**src/rtl/turing_sub.sv**
```systemverilog
// turing_sub: unary subtractor Turing machine. It computes A-B in place on a
// tape laid out as 0, A ones, gap zeros, B ones, trailing zeros.
// Optional feature: define TURING_SUB_STEPS_EN to count busy cycles on steps.
module turing_sub #(
    parameter int unsigned TAPE_W = 10
) (
    input  logic                        clk,
    input  logic                        rst_n,
    input  logic                        start,
    input  logic [TAPE_W-1:0]           din,
    output logic [TAPE_W-1:0]           dout,
    output logic [$clog2(TAPE_W)-1:0]   head,
    output logic                        busy,
    output logic                        done,
    output logic                        underflow,
    output logic [7:0]                  steps
);

    localparam int unsigned HEAD_W = $clog2(TAPE_W);
    localparam logic [HEAD_W-1:0] LAST  = HEAD_W'(TAPE_W - 1);
    localparam logic [HEAD_W-1:0] FIRST = HEAD_W'(1);

    typedef enum logic [2:0] {
        S_IDLE, S_SCAN_A, S_FIND_B, S_ERASE_B,
        S_ERASE_A, S_REWIND, S_UNDERFLOW, S_DONE
    } state_t;

    state_t              state_q, state_d;
    logic [TAPE_W-1:0]   tape_q, tape_d;
    logic [HEAD_W-1:0]   head_q, head_d;
    logic [HEAD_W-1:0]   mark_q, mark_d;
    logic                aempty_q, aempty_d;
    logic                underflow_q, underflow_d;
    logic                busy_q, busy_d;
    logic                done_q, done_d;
    logic                start_acc;
    logic                cur_bit;

    assign start_acc = start && (state_q == S_IDLE || state_q == S_DONE);
    assign cur_bit   = tape_q[head_q];

    // State register
    always_ff @(posedge clk or negedge rst_n) begin
        if (!rst_n) state_q <= S_IDLE;
        else        state_q <= state_d;
    end

    // Next-state logic
    always_comb begin
        state_d = state_q;
        case (state_q)
            S_IDLE, S_DONE: if (start_acc) state_d = S_SCAN_A;
            S_SCAN_A: begin
                // A reaching the last cell, or a gap at the last cell, leaves no room for B
                if (head_q == LAST)  state_d = S_DONE;
                else if (!cur_bit)   state_d = S_FIND_B;
            end
            S_FIND_B: begin
                if (cur_bit)             state_d = aempty_q ? S_UNDERFLOW : S_ERASE_B;
                else if (head_q == LAST) state_d = S_DONE;
            end
            S_ERASE_B:   state_d = S_ERASE_A;
            S_ERASE_A:   state_d = S_REWIND;
            S_REWIND:    if (head_q <= FIRST) state_d = S_SCAN_A;
            S_UNDERFLOW: state_d = S_DONE;
            default:     state_d = S_IDLE;
        endcase
    end

    // Datapath next values (tape, head, mark, flags)
    always_comb begin
        tape_d      = tape_q;
        head_d      = head_q;
        mark_d      = mark_q;
        aempty_d    = aempty_q;
        underflow_d = underflow_q;
        case (state_q)
            S_IDLE, S_DONE: begin
                if (start_acc) begin
                    tape_d      = {din[TAPE_W-1:1], 1'b0};
                    head_d      = FIRST;
                    underflow_d = 1'b0;
                end
            end
            S_SCAN_A: begin
                if (cur_bit) mark_d   = head_q;
                else         aempty_d = (head_q == FIRST);
                if (head_q != LAST) head_d = head_q + HEAD_W'(1);
            end
            S_FIND_B: begin
                if (!cur_bit && head_q != LAST) head_d = head_q + HEAD_W'(1);
            end
            S_ERASE_B:   tape_d[head_q] = 1'b0;
            S_ERASE_A:   tape_d[mark_q] = 1'b0;
            S_REWIND:    if (head_q > FIRST) head_d = head_q - HEAD_W'(1);
            S_UNDERFLOW: underflow_d = 1'b1;
            default: ;
        endcase
        busy_d = (state_d != S_IDLE) && (state_d != S_DONE);
        done_d = (state_d == S_DONE);
    end

    // Datapath and status registers
    always_ff @(posedge clk or negedge rst_n) begin
        if (!rst_n) begin
            tape_q      <= '0;
            head_q      <= '0;
            mark_q      <= '0;
            aempty_q    <= 1'b0;
            underflow_q <= 1'b0;
            busy_q      <= 1'b0;
            done_q      <= 1'b0;
        end else begin
            tape_q      <= tape_d;
            head_q      <= head_d;
            mark_q      <= mark_d;
            aempty_q    <= aempty_d;
            underflow_q <= underflow_d;
            busy_q      <= busy_d;
            done_q      <= done_d;
        end
    end

`ifdef TURING_SUB_STEPS_EN
    logic [7:0] steps_q;

    // Saturating busy-cycle counter, cleared by an accepted start
    always_ff @(posedge clk or negedge rst_n) begin
        if (!rst_n)                         steps_q <= '0;
        else if (start_acc)                 steps_q <= '0;
        else if (busy_q && steps_q != 8'hFF) steps_q <= steps_q + 8'd1;
    end

    assign steps = steps_q;
`else
    assign steps = '0;
`endif

    assign dout      = tape_q;
    assign head      = head_q;
    assign busy      = busy_q;
    assign done      = done_q;
    assign underflow = underflow_q;

endmodule

```
**config.mk**
```make
export PLATFORM = sky130hd
export DESIGN_NAME = turing_sub
export DESIGN_NICKNAME = d
export VERILOG_FILES = /design/src/rtl/turing_sub.sv
export SDC_FILE = /design/constraint.sdc
export NUM_CORES = 1
export LEC_CHECK = 0
export ABC_AREA = 1
export CAP_MARGIN = 20
export CORE_MARGIN = 2
export CORE_UTILIZATION = 40
export CTS_CLUSTER_SIZE = 20
export DETAILED_ROUTE_END_ITERATION = 8
export GPL_TIMING_DRIVEN = 0
export PLACE_DENSITY = 0.66
export SLEW_MARGIN = 40
export SYNTH_ARGS = -nofsm -noshare
export SYNTH_HDL_FRONTEND = slang
export SYNTH_SLANG_ARGS = --single-unit
```
**constraint.sdc**
```tcl
create_clock -name clk -period 2.1 [get_ports clk]
set_input_delay 0.315 -clock clk [delete_from_list [all_inputs] [get_ports clk]]
set_output_delay 0.315 -clock clk [all_outputs]
set_load 0.005 [all_outputs]
```
After elaboration in Yosys (flattened, before gate mapping)
Cells that the tools add are included.
{"block": "totals", "out_inout_bits": 25, "word_cells": 78, "register_bits": 25, "input_bits": 13}
{"block": "classes", "n_bitwise": 5, "n_reduce_logical": 18, "magnitude_cmp": 6, "add_sub_neg": 2, "mux": 23, "n_eq_ne": 16}
{"operator": "$pmux 10 s3", "count": 1}
{"operator": "$mux 3", "count": 7}
{"operator": "$pmux 3 s7", "count": 1}
{"operator": "$and 10x10->10", "count": 2}
{"operator": "$not 10->10", "count": 2}
{"operator": "$mux 4", "count": 4}
{"operator": "$pmux 4 s4", "count": 1}
{"operator": "$eq 3x3->1 const B", "count": 5}
{"operator": "$lt 4x5->1 const B", "count": 2}
{"operator": "$mux 10", "count": 1}
{"operator": "$demux 1 s4", "count": 2}
{"operator": "$ge 4x1->1 const B", "count": 2}
{"operator": "$ne 2x2->1 const B", "count": 4}
{"operator": "$reduce_and 2->1", "count": 4}
{"operator": "$eq 3x2->1 const B", "count": 2}
{"operator": "$reduce_bool 3->1", "count": 2}
{"operator": "$logic_and 1x1->1", "count": 5}
{"operator": "$reduce_and 5->1", "count": 1}
{"operator": "$add 4x1->4 const B", "count": 1}
{"operator": "$bmux 1 s4", "count": 1}
{"operator": "$eq 4x1->1 const B", "count": 1}
{"operator": "$eq 4x4->1 const B", "count": 1}
{"operator": "$gt 4x1->1 const B", "count": 1}
{"operator": "$le 4x1->1 const B", "count": 1}
{"operator": "other kinds (13)", "count": 16}

Logic depth before layout (Yosys ltp)
{"block": "depth", "depth_word": 7, "mapped_depth": 14, "depth_no_buf": 14}

Worst setup path before layout
OpenSTA, ideal clock, no wires.
{"block": "synth_path", "path_type": "reg-to-reg", "start": "reg head_q[0], in the netlist head[0]", "end": "reg head_q[2], in the netlist head[2]", "arrival_ns": 1.663, "setup_time_ns": 0.120, "required_time_ns": 1.980, "path_buffers": 0, "period_less_slack_ns": 1.784, "stages_incl_launch_ff": 9, "setup_slack_ns": 0.316, "path_cell_list": "dfrtp_1 -> inv_2 -> ha_1 -> o21ai_0 -> nand2_1 -> a211oi_2 -> nand2_2 -> o21ai_1 -> nand2_1"}
{"block": "synth_via", "elab_chain_len": 6, "word_cells_on_any_way": 16, "cone_classes": "add/sub (2); order compare (1); eq/ne (4); mux (6); reduce/logical (3)"}
{"element": "start, declared", "line": "30", "rtl": "logic [HEAD_W-1:0] head_q, head_d;"}
{"element": "start signal, assigned", "line": "107", "rtl": "head_q <= '0;"}
{"element": "start signal, assigned", "line": "115", "rtl": "head_q <= head_d;"}
{"element": "$bmux 1 s4", "line": "40", "rtl": "assign cur_bit = tape_q[head_q];"}
{"element": "$mux 1 (implied by the code)", "line": "40"}
{"element": "$logic_not 1->1", "line": "91", "rtl": "if (!cur_bit && head_q != LAST) head_d = head_q + HEAD_W'(1);"}
{"element": "$logic_and 1x1->1", "line": "91"}
{"element": "$ne 2x2->1 (no line)"}
{"element": "$reduce_and 5->1 (no line)"}
Several ways; a longest one is shown, not always the timed one. The select of a mux whose other input is x is not followed.
A chain may end at the register's enable or synchronous reset.

Worst setup path in the final report
{"block": "layout_path", "start": "reg head_q[0], in the netlist head[0]", "end": "reg head_q[3], in the netlist head[3]"}
Same word-level chain as after synthesis.

==> flow_summary.toml <==
[power_and_ir_drop]
power_density_mw_per_mm2 = 1521
vdd_ir_drop_max_uv = 682.4
leakage_nw = 1.051
finalPower_mw = 3.243

[sta]
post-route-min-period_ns = 1.845
drv_slew = 0
setup_tns_ns = 0
tightestPinTransition_ns = 0.5217
rsz0062_at_grt = "false"
relSlewSlack_pct = 65.22
hold_slack_ns = 0.01460
post-route-period-util_pct = 87.86
fmax_mhz = 542.0
skew_ns = 0.002778
finalSetupViolations = 0
hold_viol = 0

[logic_synthesis]
async_reset_ff_share_pct = 100.0
ys_warn_count = 0
synthDistinctLibCells = 32
syn_avg_cell_area_sq_um = 7.106
ys_seq_area_share_pct = 36.68
synth-seq-cells = 25
yosys_most_used_dff = "dfrtp_1"
synth_edf_count = 0
syn_area_sq_mm = 0.001705
synthCells = 240

[detailed_routing]
antenna_left = 0
wire_per_inst_microns = 12.07
drtIter0Drc = 121
drt_first_pass_iters = 5
vias = 1655
via_per_inst = 5.000
drc = 0
drt_wl_total_microns = 3995

[cts]
h-tree-depth = 1
clkLatencyLatePin_ns = 0.26
clkSinkCount = 25
clock_path_buffers = 2
numCtsBuffers = 3
clk_pin_slew_ns = 0.09
cts_tree = "built"
clockRootBuffer = "clkbuf_8"

[worst_setup_path]
worst_ep_arrival_time_ns = 1.99
reg2reg_depth = 10
r2r_end = "head[3]"
critPathSlowestCell = "dfrtp_2"
crit_chain = "buf_4 -> ha_1 -> nand3_2 -> nor2_1 -> inv_1 -> nand3_1 -> a211oi_2 -> nand2_2 -> o21ai_1 -> nand2_1"
cp_num_buf_inv = 2
startpoint_type = "flop"
critPathLaunch = "head[0]"
end_kind = "flop"
path_max_fanout = 5
timing.rr.start = "head[0]"
critical-path-top-delay-family = "simple AND/OR/NAND/NOR gates"
slowest_delay_ns = 0.42
r2r_slack_ns = 0.25
path_class = "reg2reg"
required_ns = 2.25
cp_num_cells = 10

[flow_run]
cap_violations = 0

[placed_design]
hpwlAfterDp_microns = 3144
port-buffer-count = 28
gp_congestion = 0.9041
place_inst = 325

[global_routing]
grt_pass1_wl_microns = 6844
overflow = 0
antenna_found_initial = 0
grt_use_total_pct = 17.38
grt_max_degree = 26
grt_pass1_vias = 1470

[final_layout]
final_cells = 331
fin_util_pct = 52.54
layout-drive-gt1-share_pct = 14.59
fin_nets = 299
register_area_sq_um = 628.1
antenna_cells = 0
multiInputGateArea_sq_um = 895.9
syn2layout_area_growth_pct = 25.02
fill_cells = 416

[die]
die_w_microns = 69.30
dieArea_sq_mm = 0.004802
io_pins = 38
placementRows = 23
initial_core_util_pct = 42.03
coreArea_sq_mm = 0.004058
die_h_microns = 69.30

[status]
outcome = "finished clean"

[worst_hold_path]
hold_class = "in2async"
## per-layer routing
| layer | wire [microns] | global-route usage, % | vias up | share of wire (%) |
|---|---|---|---|---|
| li1 | - | - | 859 | - |
| met1 | 1917 | 26.35 | 744 | 48 |
| met2 | 1767 | 25.85 | 48 | 44 |
| met3 | 254 | 1.599 | 4 | 6.4 |
| met4 | 57 | 5.882 | 0 | 1.4 |
| met5 | 0 | 0 | - | 0 |
## state kept, by name, indices dropped and copies added (netlist names)
signal / flops
underflow: 1
busy: 1
head: 4
dout: 10
done: 1
aempty_q: 1
state_q: 3
mark_q: 4
## synthesized netlist by cell type, drive strengths merged, types with 2 or more instances
master	count	area share [%]
a211oi	2	1.2
o22ai	3	1.1
a31oi	3	1.1
nand2	76	18
nand3	28	9.4
a21oi	4	1.2
nand4	4	1.5
inv	31	7.0
nor4	2	0.73
ha	4	2.9
nor3	10	2.9
nor2	14	3.4
dfrtp	25	37
o41ai	2	1.5
buf	11	5.1
o21ai	16	4.7
## worst register-to-register path, stage by stage (launching register included)
cell      delay [ns]
dfrtp_2         0.42
buf_4           0.16
ha_1            0.25
nand3_2         0.12
nor2_1          0.06
inv_1           0.09
nand3_1         0.11
a211oi_2        0.18
nand2_2         0.12
o21ai_1         0.14
nand2_1         0.08
## worst max path at each step
stage          slack [ns]       to
2_1_floorplan        0.32  head[2]
3_3_place_gp        -0.03  head[3]
3_5_place_dp        -0.04  head[3]
4_1_cts              0.02  head[3]
5_1_grt              0.06  head[3]
6_report             0.25  head[3]
## report_power, final
group,switching [mW],internal (mW),total [mW]
combinational,1.24,0.856,2.10
clock,0.150,0.135,0.285
sequential,0.164,0.697,0.861
## metrics by stage
step	instance area [sq um]	setup WS, ns
floorplan	1732	0.3162
global placement	2074	-0.02603
detailed placement	2069	-0.03912
CTS	2116	0.01865
global route	2132	0.05992
finish	2132	0.2549
## logic make-up (layout without fill, tap and decap cells)
| family | after synthesis | count (layout) | share of synthesized area (%) |
|---|---|---|---|
| other cells | 1 | 8 | 0.2199 |
| simple gates | 135 | 135 | 36.02 |
| buf+inv | 43 | 77 | 12.33 |
| compound gates | 32 | 32 | 11.81 |
| flops | 25 | 25 | 36.68 |
| fa+ha+maj | 4 | 4 | 2.935 |
## cell type report
cell class | count | area share (%)
Inverter | 31 | 5.575
Multi-Input combinational cell | 179 | 42.02
Tap cell | 50 | 2.934
Buffer | 12 | 4.284
Timing Repair Buffer | 30 | 13.62
Sequential cell | 25 | 29.46
Clock buffer | 4 | 2.113
## placed cells by master (no fill, tap or decap), types with 3 or more instances in the layout
cell             count
a31oi_1              3
o22ai_1              3
dfrtp_1             23
ha_1                 4
conb_1               8
clkbuf_8             3
buf_4               10
inv_2                7
o21ai_0             10
o21ai_1              6
nand2_2              4
nand2_1             71
inv_1               23
a21oi_1              4
nor3_1              10
nand4_1              4
clkdlybuf4s50_1     27
nand3_2              4
nand3_1             24
nor2_1              12
## timing repair
action / in CTS / in global routing
hold buffers: 0 / 0
resized for setup: 1 / 3
setup buffers: 0 / 2
endpoints found under the setup margin: 3 / 5
Note: power is estimated with default switching activity, not from simulation.
